===== config.mk =====
export PLATFORM = sky130hd
export DESIGN_NAME = acc_stack_rf
export DESIGN_NICKNAME = d
export VERILOG_FILES = /design/src/rtl/acc_stack_rf.sv
export SDC_FILE = /design/constraint.sdc
export NUM_CORES = 1
export LEC_CHECK = 0
export CORE_ASPECT_RATIO = 1.5
export CORE_MARGIN = 4
export CORE_UTILIZATION = 60
export CTS_BUF_LIST = sky130_fd_sc_hd__clkbuf_4
export CTS_CLUSTER_SIZE = 25
export DETAILED_ROUTE_END_ITERATION = 16
export PLACE_DENSITY = 0.81
export SLEW_MARGIN = 20
export SYNTH_ARGS = -nofsm -noshare
export SYNTH_HDL_FRONTEND = slang
export SYNTH_SLANG_ARGS = --single-unit

===== constraint.sdc =====
create_clock -name clk -period 8.22 [get_ports clk]
set_clock_uncertainty 0.1 [all_clocks]
set_input_delay 1.233 -clock clk [delete_from_list [all_inputs] [get_ports clk]]
set_output_delay 1.233 -clock clk [all_outputs]
set_load 0.01 [all_outputs]

===== src/rtl/acc_stack_rf.sv =====
// Accumulator plus BAK stack for the TIS-100 execution node: signed saturating
// WRITE/ADD/SUB/NEG on ACC, SAV/SWP/POP against a DEPTH-entry stack, err/sat pulses.
module acc_stack_rf #(
  parameter int WIDTH   = 11,
  parameter int DEPTH   = 4,
  parameter int SAT_MAX = 999
) (
  input  logic                       clk,
  input  logic                       nrst,
  input  logic                       op_valid,
  input  logic [2:0]                 op,
  input  logic signed [WIDTH-1:0]    operand,
  output logic signed [WIDTH-1:0]    acc,
  output logic signed [WIDTH-1:0]    bak,
  output logic [$clog2(DEPTH+1)-1:0] count,
  output logic                       full,
  output logic                       empty,
  output logic                       err,
  output logic                       sat
);

  localparam int CW = $clog2(DEPTH+1);
  localparam logic signed [WIDTH:0] POS_LIM = (WIDTH+1)'(SAT_MAX);
  localparam logic signed [WIDTH:0] NEG_LIM = -POS_LIM;

  typedef enum logic [2:0] {
    OP_NOP   = 3'd0,
    OP_WRITE = 3'd1,
    OP_ADD   = 3'd2,
    OP_SUB   = 3'd3,
    OP_NEG   = 3'd4,
    OP_SAV   = 3'd5,
    OP_SWP   = 3'd6,
    OP_POP   = 3'd7
  } op_e;

  // Top of stack lives in stk[0]; push/pop shift the whole array so no pointer indexing is needed.
  logic signed [WIDTH-1:0] stk [DEPTH];

  logic signed [WIDTH:0]   acc_ext, opd_ext, sum_ext, dif_ext;
  logic signed [WIDTH-1:0] wr_val, add_val, sub_val;
  logic                    wr_sat, add_sat, sub_sat;
  op_e                     cur_op;

  function automatic logic [WIDTH:0] clamp(input logic signed [WIDTH:0] x);
    logic signed [WIDTH:0] y;
    logic                  s;
    s = 1'b1;
    if (x > POS_LIM)      y = POS_LIM;
    else if (x < NEG_LIM) y = NEG_LIM;
    else begin
      y = x;
      s = 1'b0;
    end
    return {s, y[WIDTH-1:0]};
  endfunction

  always_comb begin
    cur_op  = op_e'(op);
    acc_ext = {acc[WIDTH-1], acc};
    opd_ext = {operand[WIDTH-1], operand};
    sum_ext = acc_ext + opd_ext;
    dif_ext = acc_ext - opd_ext;
    {wr_sat,  wr_val}  = clamp(opd_ext);
    {add_sat, add_val} = clamp(sum_ext);
    {sub_sat, sub_val} = clamp(dif_ext);
  end

  assign full  = (count == CW'(DEPTH));
  assign empty = (count == '0);
  assign bak   = empty ? '0 : stk[0];

  always_ff @(posedge clk or negedge nrst) begin
    if (!nrst) begin
      acc   <= '0;
      count <= '0;
      err   <= 1'b0;
      sat   <= 1'b0;
      for (int unsigned i = 0; i < DEPTH; i++) stk[i] <= '0;
    end else begin
      err <= 1'b0;
      sat <= 1'b0;
      if (op_valid) begin
        unique case (cur_op)
          OP_WRITE: begin
            acc <= wr_val;
            sat <= wr_sat;
          end
          OP_ADD: begin
            acc <= add_val;
            sat <= add_sat;
          end
          OP_SUB: begin
            acc <= sub_val;
            sat <= sub_sat;
          end
          OP_NEG: acc <= -acc;
          OP_SAV: begin
            if (full) err <= 1'b1;
            else begin
              for (int unsigned i = DEPTH - 1; i > 0; i--) stk[i] <= stk[i-1];
              stk[0] <= acc;
              count  <= count + 1'b1;
            end
          end
          OP_SWP: begin
            // Empty stack: bak reads 0, so the same exchange also covers the implicit push.
            acc    <= bak;
            stk[0] <= acc;
            if (empty) count <= CW'(1);
          end
          OP_POP: begin
            if (empty) err <= 1'b1;
            else begin
              acc <= stk[0];
              for (int unsigned i = 0; i + 1 < DEPTH; i++) stk[i] <= stk[i+1];
              count <= count - 1'b1;
            end
          end
          default: ;
        endcase
      end
    end
  end

endmodule


==> metrics, run 1 <==
largest net degree at the start of global routing 61; final hold vios 0; dpl ws 3142 ps; Syn-to-layout area delta 13.44%; wl on met1 about 5.4 mm; RSZ-0062 raised after global routing false; Worst EP required roughly 8400 ps; r2r startpoint acc[2]$_DFFE_PN0P_; slowest CP cell o311ai_1; status finished, final reports clean; Setup Fix Bufs, Post-CTS 0; vias in the first global route 4697; worst skew pair latency approximately 400 ps; startpoint types primary input; Placed Cells 696; crit share post-route 0.5692; diode count 0; Die X-Extent roughly 81 um; WS Path Type in -> reg; CTS tree built; Max Cap Violations 0; initial antenna violation count 0; # port buffers 45; worst-case clock buffer depth 2; max_slew headroom 0.4705; clock-pin slew on the worst setup and hold paths roughly 100 ps; DR WL met2 between 7 and 8 mm; DR vias 4703; global placement routability congestion about 0.97; hold-fix buffers at CTS 0; clock root buffer clkbuf_4; Worst Path Arrival roughly 4900 ps; Synth Register Bits 60; Worst setup EP type register; cell area power density 364.1 nW/um^2; metal3 WL 783 um; total global-route track usage 0.3245; multi-input logic area a little over 3000 um^2; Async S/R FF share, synth 1.000; post-route minimum period roughly 4700 ps; Mapped Area 4783 um^2; RR Endpoint acc[3]$_DFFE_PN0P_; post-synthesis sequential area ratio 0.3139; GRT overflow 0; die area ~9500 um^2; layout cells sized above 1 0.08689; flop-to-flop setup slack between 4000 and 5000 ps; dpl hpwl between 10 and 15 mm; final setup fails 0; Cells after Synth ~570; top layer in use met4; Setup TNS 0 ps; Worst R2R Path Depth 10; CP peak stage delay 530 ps; fin area around 5400 um^2; hold depth 2; die height approximately 120 um; layout net count between 600 and 700; routed wire length 14.73 mm; Post-Syn Nets a little over 600; # H-tree levels 3; global-route wire length before repair ~24 mm; num ports 46; CTS buffer count 9; Worst Tran Pin Value 784.2 ps; Final Util 0.7038; static leakage roughly 2.3 nW; placement row count 39; hold path endpoint stk[14]$_DFFE_PN0P_; hold path start stk[14]$_DFFE_PN0P_; Yosys Warn Count 0; Post-Syn Area per Cell approximately 8.3 um^2; clock net sink count 60; Core ar. a little under 8000 um^2; Initial Utilization 0.6204; Netlist cell types 70; Max VDD drop 0.2467 mV; Filler Cells Inserted roughly 640; FMAX 213.7 MHz; Iter 0 DRT Violations 345; Placed Area 5291 um^2; vias per cell ~6.6; DR WL/cell roughly 21 um; final critical-path setup slack between 3000 and 4000 ps; Final Power around 2.0 mW; post_cts resized 0; Post-synth EDFFs 0; CP Max Fanout 9; register area about 1500 um^2; HP Class reg -> reg; Slew Limit Fails 0; non-filler cells, final 712; number of remaining DRC errors 0; CP cell instances clkdlybuf4s50_1 -> inv_1 -> ha_1 -> nor2_1 -> o311ai_1 -> a21oi_1 -> or3_1 -> o311ai_1 -> o21ai_0 -> nand2_1 -> a21oi_1 -> o32a_1; 1st-pass router iterations 5; top_reg_cell synth dfrtp_1; Post-DRT Antenna Nets 0; WHS 418.0 ps
## report_power, final
part	internal, mW	switching, mW	leakage [nW]	total (mW)
clock network	0.0980	0.109	0.0766	0.207
logic	0.517	0.666	1.43	1.18
registers	0.424	0.162	0.745	0.586
total	1.04	0.937	2.26	1.98
## cells in the mapped netlist, types with 5 or more instances
library cell | count | area [um^2]
or3_1 | 7 | 43.79
clkbuf_1 | 27 | 101.4
mux2i_1 | 11 | 110.1
dfrtp_1 | 60 | 1501
nand3_1 | 9 | 45.04
inv_1 | 23 | 86.33
a21oi_1 | 42 | 210.2
nor3_1 | 16 | 80.08
nor2b_1 | 8 | 50.05
mux2_2 | 12 | 135.1
nor4_1 | 6 | 37.54
ha_1 | 24 | 300.3
a221o_1 | 5 | 50.05
a22oi_1 | 25 | 187.7
nand2b_1 | 8 | 50.05
nor2_1 | 44 | 165.2
xor2_1 | 5 | 43.79
o21ai_1 | 6 | 30.03
xnor2_1 | 14 | 122.6
and2_1 | 16 | 100.1
nand2_1 | 54 | 202.7
o21ai_0 | 45 | 225.2
a211oi_1 | 12 | 90.09
o211ai_1 | 8 | 60.06
nand4_1 | 5 | 31.28
## flip-flops by register name, indices dropped and copies added, names as in the netlist
register  flops
sat           1
err           1
acc          11
count         3
stk          44
## routing by layer
layer	vias to the layer above	GRT usage
met1	2239	0.3690
met5	-	0
met2	210	0.5453
met3	68	0.05521
met4	0	0.2061
li1	2186	-
## cell usage in the layout (no fill, tap or decap), types with 6 or more instances in the layout
cell,n
o21ai_0,45
nor4_1,6
buf_4,8
dfrtp_1,60
xnor2_1,14
nor2_1,43
inv_1,23
nand2_1,54
nand2b_1,8
clkbuf_4,11
mux2_2,12
clkdlybuf4s50_1,44
nor3_1,16
and2_1,16
a21oi_1,42
a22oi_1,25
nor2b_1,8
mux2i_1,11
a211oi_1,12
o211ai_1,8
nand3_1,9
or3_1,7
ha_1,24
## worst max path at each step
stage               start            endpoint  cells past startpoint  slack, ps
5_1_grt        operand[2]  acc[4]$_DFFE_PN0P_                     12       3340
3_3_place_gp   operand[2]  acc[3]$_DFFE_PN0P_                     12       3090
6_report       operand[2]  acc[3]$_DFFE_PN0P_                     12       3540
4_1_cts        operand[2]  acc[3]$_DFFE_PN0P_                     12       3590
3_5_place_dp   operand[2]  acc[3]$_DFFE_PN0P_                     12       3140
2_1_floorplan  operand[6]  acc[1]$_DFFE_PN0P_                     12       4300
## area by class of cell
type / count / share of cell area
repair buffers: 53 / 0.09315
clock buffers: 11 / 0.01522
clock inverters: 5 / 0.009684
well taps: 102 / 0.02352
multi-input cells: 457 / 0.5651
inverters: 24 / 0.01660
flip-flops and latches: 60 / 0.2767
## kinds of logic (layout without fill, tap and decap cells)
kind of cell               after synthesis  after routing  share of synthesized area
muxes                                   23             23                    0.05127
adders and majority gates               27             27                    0.07533
xor gates and xnor gates                19             19                    0.03479
buffers and inverters                   57             93                    0.04761
DFF                                     60             60                     0.3139
and+or+nand+nor                        191            191                     0.2004
AOI/OAI and AO/OA                      197            197                     0.2768
## critical path: cells and delay by family
| kind | cells | cell delay [ps] |
|---|---|---|
| and+or+nand+nor | 3 | 750 |
| adders and majority gates | 1 | 500 |
| AOI/OAI and AO/OA | 6 | 1820 |
| buffers and inverters | 2 | 580 |
Note: power is estimated with default switching activity, not from simulation.
==> run 2: changes to the inputs <==
--- a/config.mk
+++ b/config.mk
@@ -7,11 +7,11 @@
 export LEC_CHECK = 0
 export CORE_ASPECT_RATIO = 1.5
 export CORE_MARGIN = 4
-export CORE_UTILIZATION = 60
+export CORE_UTILIZATION = 54
 export CTS_BUF_LIST = sky130_fd_sc_hd__clkbuf_4
 export CTS_CLUSTER_SIZE = 25
 export DETAILED_ROUTE_END_ITERATION = 16
-export PLACE_DENSITY = 0.81
+export PLACE_DENSITY = 0.77
 export SLEW_MARGIN = 20
 export SYNTH_ARGS = -nofsm -noshare
 export SYNTH_HDL_FRONTEND = slang
==> constraint.sdc (replaced) <==
create_clock -name clk -period 4.2 [get_ports clk]
set_clock_uncertainty 0.1 [all_clocks]
set_input_delay 0.63 -clock clk [delete_from_list [all_inputs] [get_ports clk]]
set_output_delay 0.63 -clock clk [all_outputs]
set_load 0.01 [all_outputs]
==> metrics, run 2 (synthesis results as in run 1) <==
Setup TNS 0 ps (unchanged); Largest Register stk (unchanged); post_cts resized 0 (unchanged); DR vias 4828 (was 4703); WS Path Type in -> reg (unchanged); num ports 46 (unchanged); diode count 0 (unchanged); max reg flops 44 (unchanged); vias per cell 6.403 (was 6.605); Max VDD drop 0.4315 mV (was 0.2467 mV); CTS tree built (unchanged); largest net degree at the start of global routing 45 (was 61); Syn-to-layout area delta 19.28% (was 13.44%); max_slew headroom 0.3938 (was 0.4705); RSZ-0062 raised after global routing false (unchanged); Crit path max-delay family compound AO/OA/AOI/OAI gates (unchanged); initial antenna violation count 0 (unchanged); die height 123.3 um (was 117.4 um); Initial Utilization 0.5617 (was 0.6204); Die X-Extent 84.85 um (was 80.90 um); final setup fails 0 (unchanged); Worst setup EP type register (unchanged); post-route minimum period 3753 ps; FMAX ~270 MHz; slowest CP cell clkdlybuf4s50_1 (was o311ai_1); static leakage 2.429 nW (was 2.255 nW); Worst Tran Pin Value 909.3 ps (was 784.2 ps); Iter 0 DRT Violations 403 (was 345); CP Max Fanout 6 (was 9); Post-DRT Antenna Nets 0 (unchanged); global placement routability congestion 0.9938 (was 0.9705); final hold vios 0 (unchanged); hold-fix buffers at CTS 0 (unchanged); layout net count 686 (was 649); CP peak stage delay 480 ps (was 530 ps); DR WL/cell 19.69 um (was 20.69 um); Core ar. 8516 um^2 (was 7710 um^2); placement row count 41 (was 39); worst skew pair latency 420 ps (was 410 ps); CP cell instances clkdlybuf4s50_1 -> buf_4 -> ha_1 -> inv_1 -> fa_1 -> a211oi_2 -> o311ai_1 -> and3_1 -> nor2_1 -> nand4_1 -> a31o_2 -> o31ai_4 -> nor4_1 -> nor3_1 (was clkdlybuf4s50_1 -> inv_1 -> ha_1 -> nor2_1 -> o311ai_1 -> a21oi_1 -> or3_1 -> o311ai_1 -> o21ai_0 -> nand2_1 -> a21oi_1 -> o32a_1); status finished, final reports clean (unchanged); GRT overflow 0 (unchanged); global-route wire length before repair 24.02 mm (was 24.22 mm); routed wire length 14.85 mm (was 14.73 mm); Slew Limit Fails 0 (unchanged); clock-pin slew on the worst setup and hold paths 110 ps (was 100 ps); vias in the first global route 4767 (was 4697); 1st-pass router iterations 5 (unchanged); Max Cap Violations 0 (unchanged); startpoint types primary input (unchanged); Worst Path Arrival 3990 ps (was 4880 ps); Worst EP required 4440 ps (was 8420 ps); worst-case clock buffer depth 2 (unchanged); Setup Fix Bufs, Post-CTS 0 (unchanged); die area 10460 um^2 (was 9494 um^2); largest registers stk x44, acc x11, count x3 (unchanged); cell area power density 707.4 nW/um^2 (was 364.1 nW/um^2); Placed Area 5575 um^2 (was 5291 um^2); commonest non-fill, non-tap cells in the layout 60 x dfrtp_1, 54 x nand2_1, 45 x o21ai_0, 45 x buf_4, 44 x clkdlybuf4s50_1 (was 60 x dfrtp_1, 54 x nand2_1, 45 x o21ai_0, 44 x clkdlybuf4s50_1, 43 x nor2_1); clock net sink count 60 (unchanged); HP Class in -> async (was reg -> reg); Final Util 0.6700 (was 0.7038); buffers plus inverters on the worst setup path 3 (was 2); CTS buffer count 9 (unchanged); total global-route track usage 0.2937 (was 0.3245); clock root buffer clkbuf_4 (unchanged); most common cell after layout, fill and taps aside dfrtp_1 (unchanged); crit share post-route 0.8937; # H-tree levels 3 (unchanged); # port buffers 45 (unchanged); layout cells sized above 1 0.1360 (was 0.08689); number of remaining DRC errors 0 (unchanged); fin area 5705 um^2 (was 5426 um^2); dpl hpwl 11.46 mm (was 11.12 mm)
[run 2: cell count changes in the layout (fill, tap and decap cells not counted), sizes merged]
cell | before | now
buf | 9 | 46
clkbuf | 11 | 10
clkinv | 3 | 4
[run 2: path summary, 6_finish.rpt]
| check | start | to | slack (ps) | cells after the start |
|---|---|---|---|---|
| setup / recovery | operand[0] | acc[6]$_DFFE_PN0P_ | 450 | 14 |
| hold / removal | nrst | stk[35]$_DFFE_PN0P_ | 230 | 1 |
| setup reg to reg | acc[0]$_DFFE_PN0P_ | acc[6]$_DFFE_PN0P_ | 560 | 13 |
| hold reg to reg | stk[9]$_DFFE_PN0P_ | stk[9]$_DFFE_PN0P_ | 420 | 1 |
| max in group asynchronous | nrst | stk[17]$_DFFE_PN0P_ | 2960 | 2 |
| min in group clk | stk[9]$_DFFE_PN0P_ | stk[9]$_DFFE_PN0P_ | 420 | 1 |
[run 2: power breakdown]
| part | internal [mW] | switching [mW] | total (mW) |
|---|---|---|---|
| logic | 1.16 | 1.38 | 2.53 |
| clock network | 0.182 | 0.219 | 0.401 |
| registers | 0.830 | 0.272 | 1.10 |
[run 2: layout make-up]
type / count / area, um^2
timing repair buffer: 90 / 783.3
tap: 107 / 133.9
inverter: 24 / 90.09
clock buffer: 10 / 75.07
clock inverter: 6 / 55.05
sequential: 60 / 1501
fill: 730 / 2810
multi-input combinational: 457 / 3067
[run 2: worst register-to-register path: cells and delay by family, from the launching register on]
kind	cells	cell delay (ps)
buffers and inverters	2	270
and+or+nand+nor	5	1020
AOI/OAI and AO/OA	4	1100
DFF	1	440
adders and majority gates	2	620
[run 2: metal layers]
layer  GRT usage  routed length, um
met5           0                  0
met4      0.2010                937
met3     0.04133                484
met2      0.5157               7699
met1      0.3268               5725
[run 2: through the flow]
step | total power, mW | hold WS (ps) | instances | setup WS, ps
floorplan | 2.596 | 234.4 | 574 | 883.9
global placement | 3.525 | 380.8 | 738 | 125.5
detailed placement | 3.595 | 396.1 | 738 | 41.25
CTS | 4.016 | 231.8 | 754 | 490.5
global route | 4.331 | 262.8 | 754 | 209.5
finish | 4.036 | 227.5 | 754 | 446.6
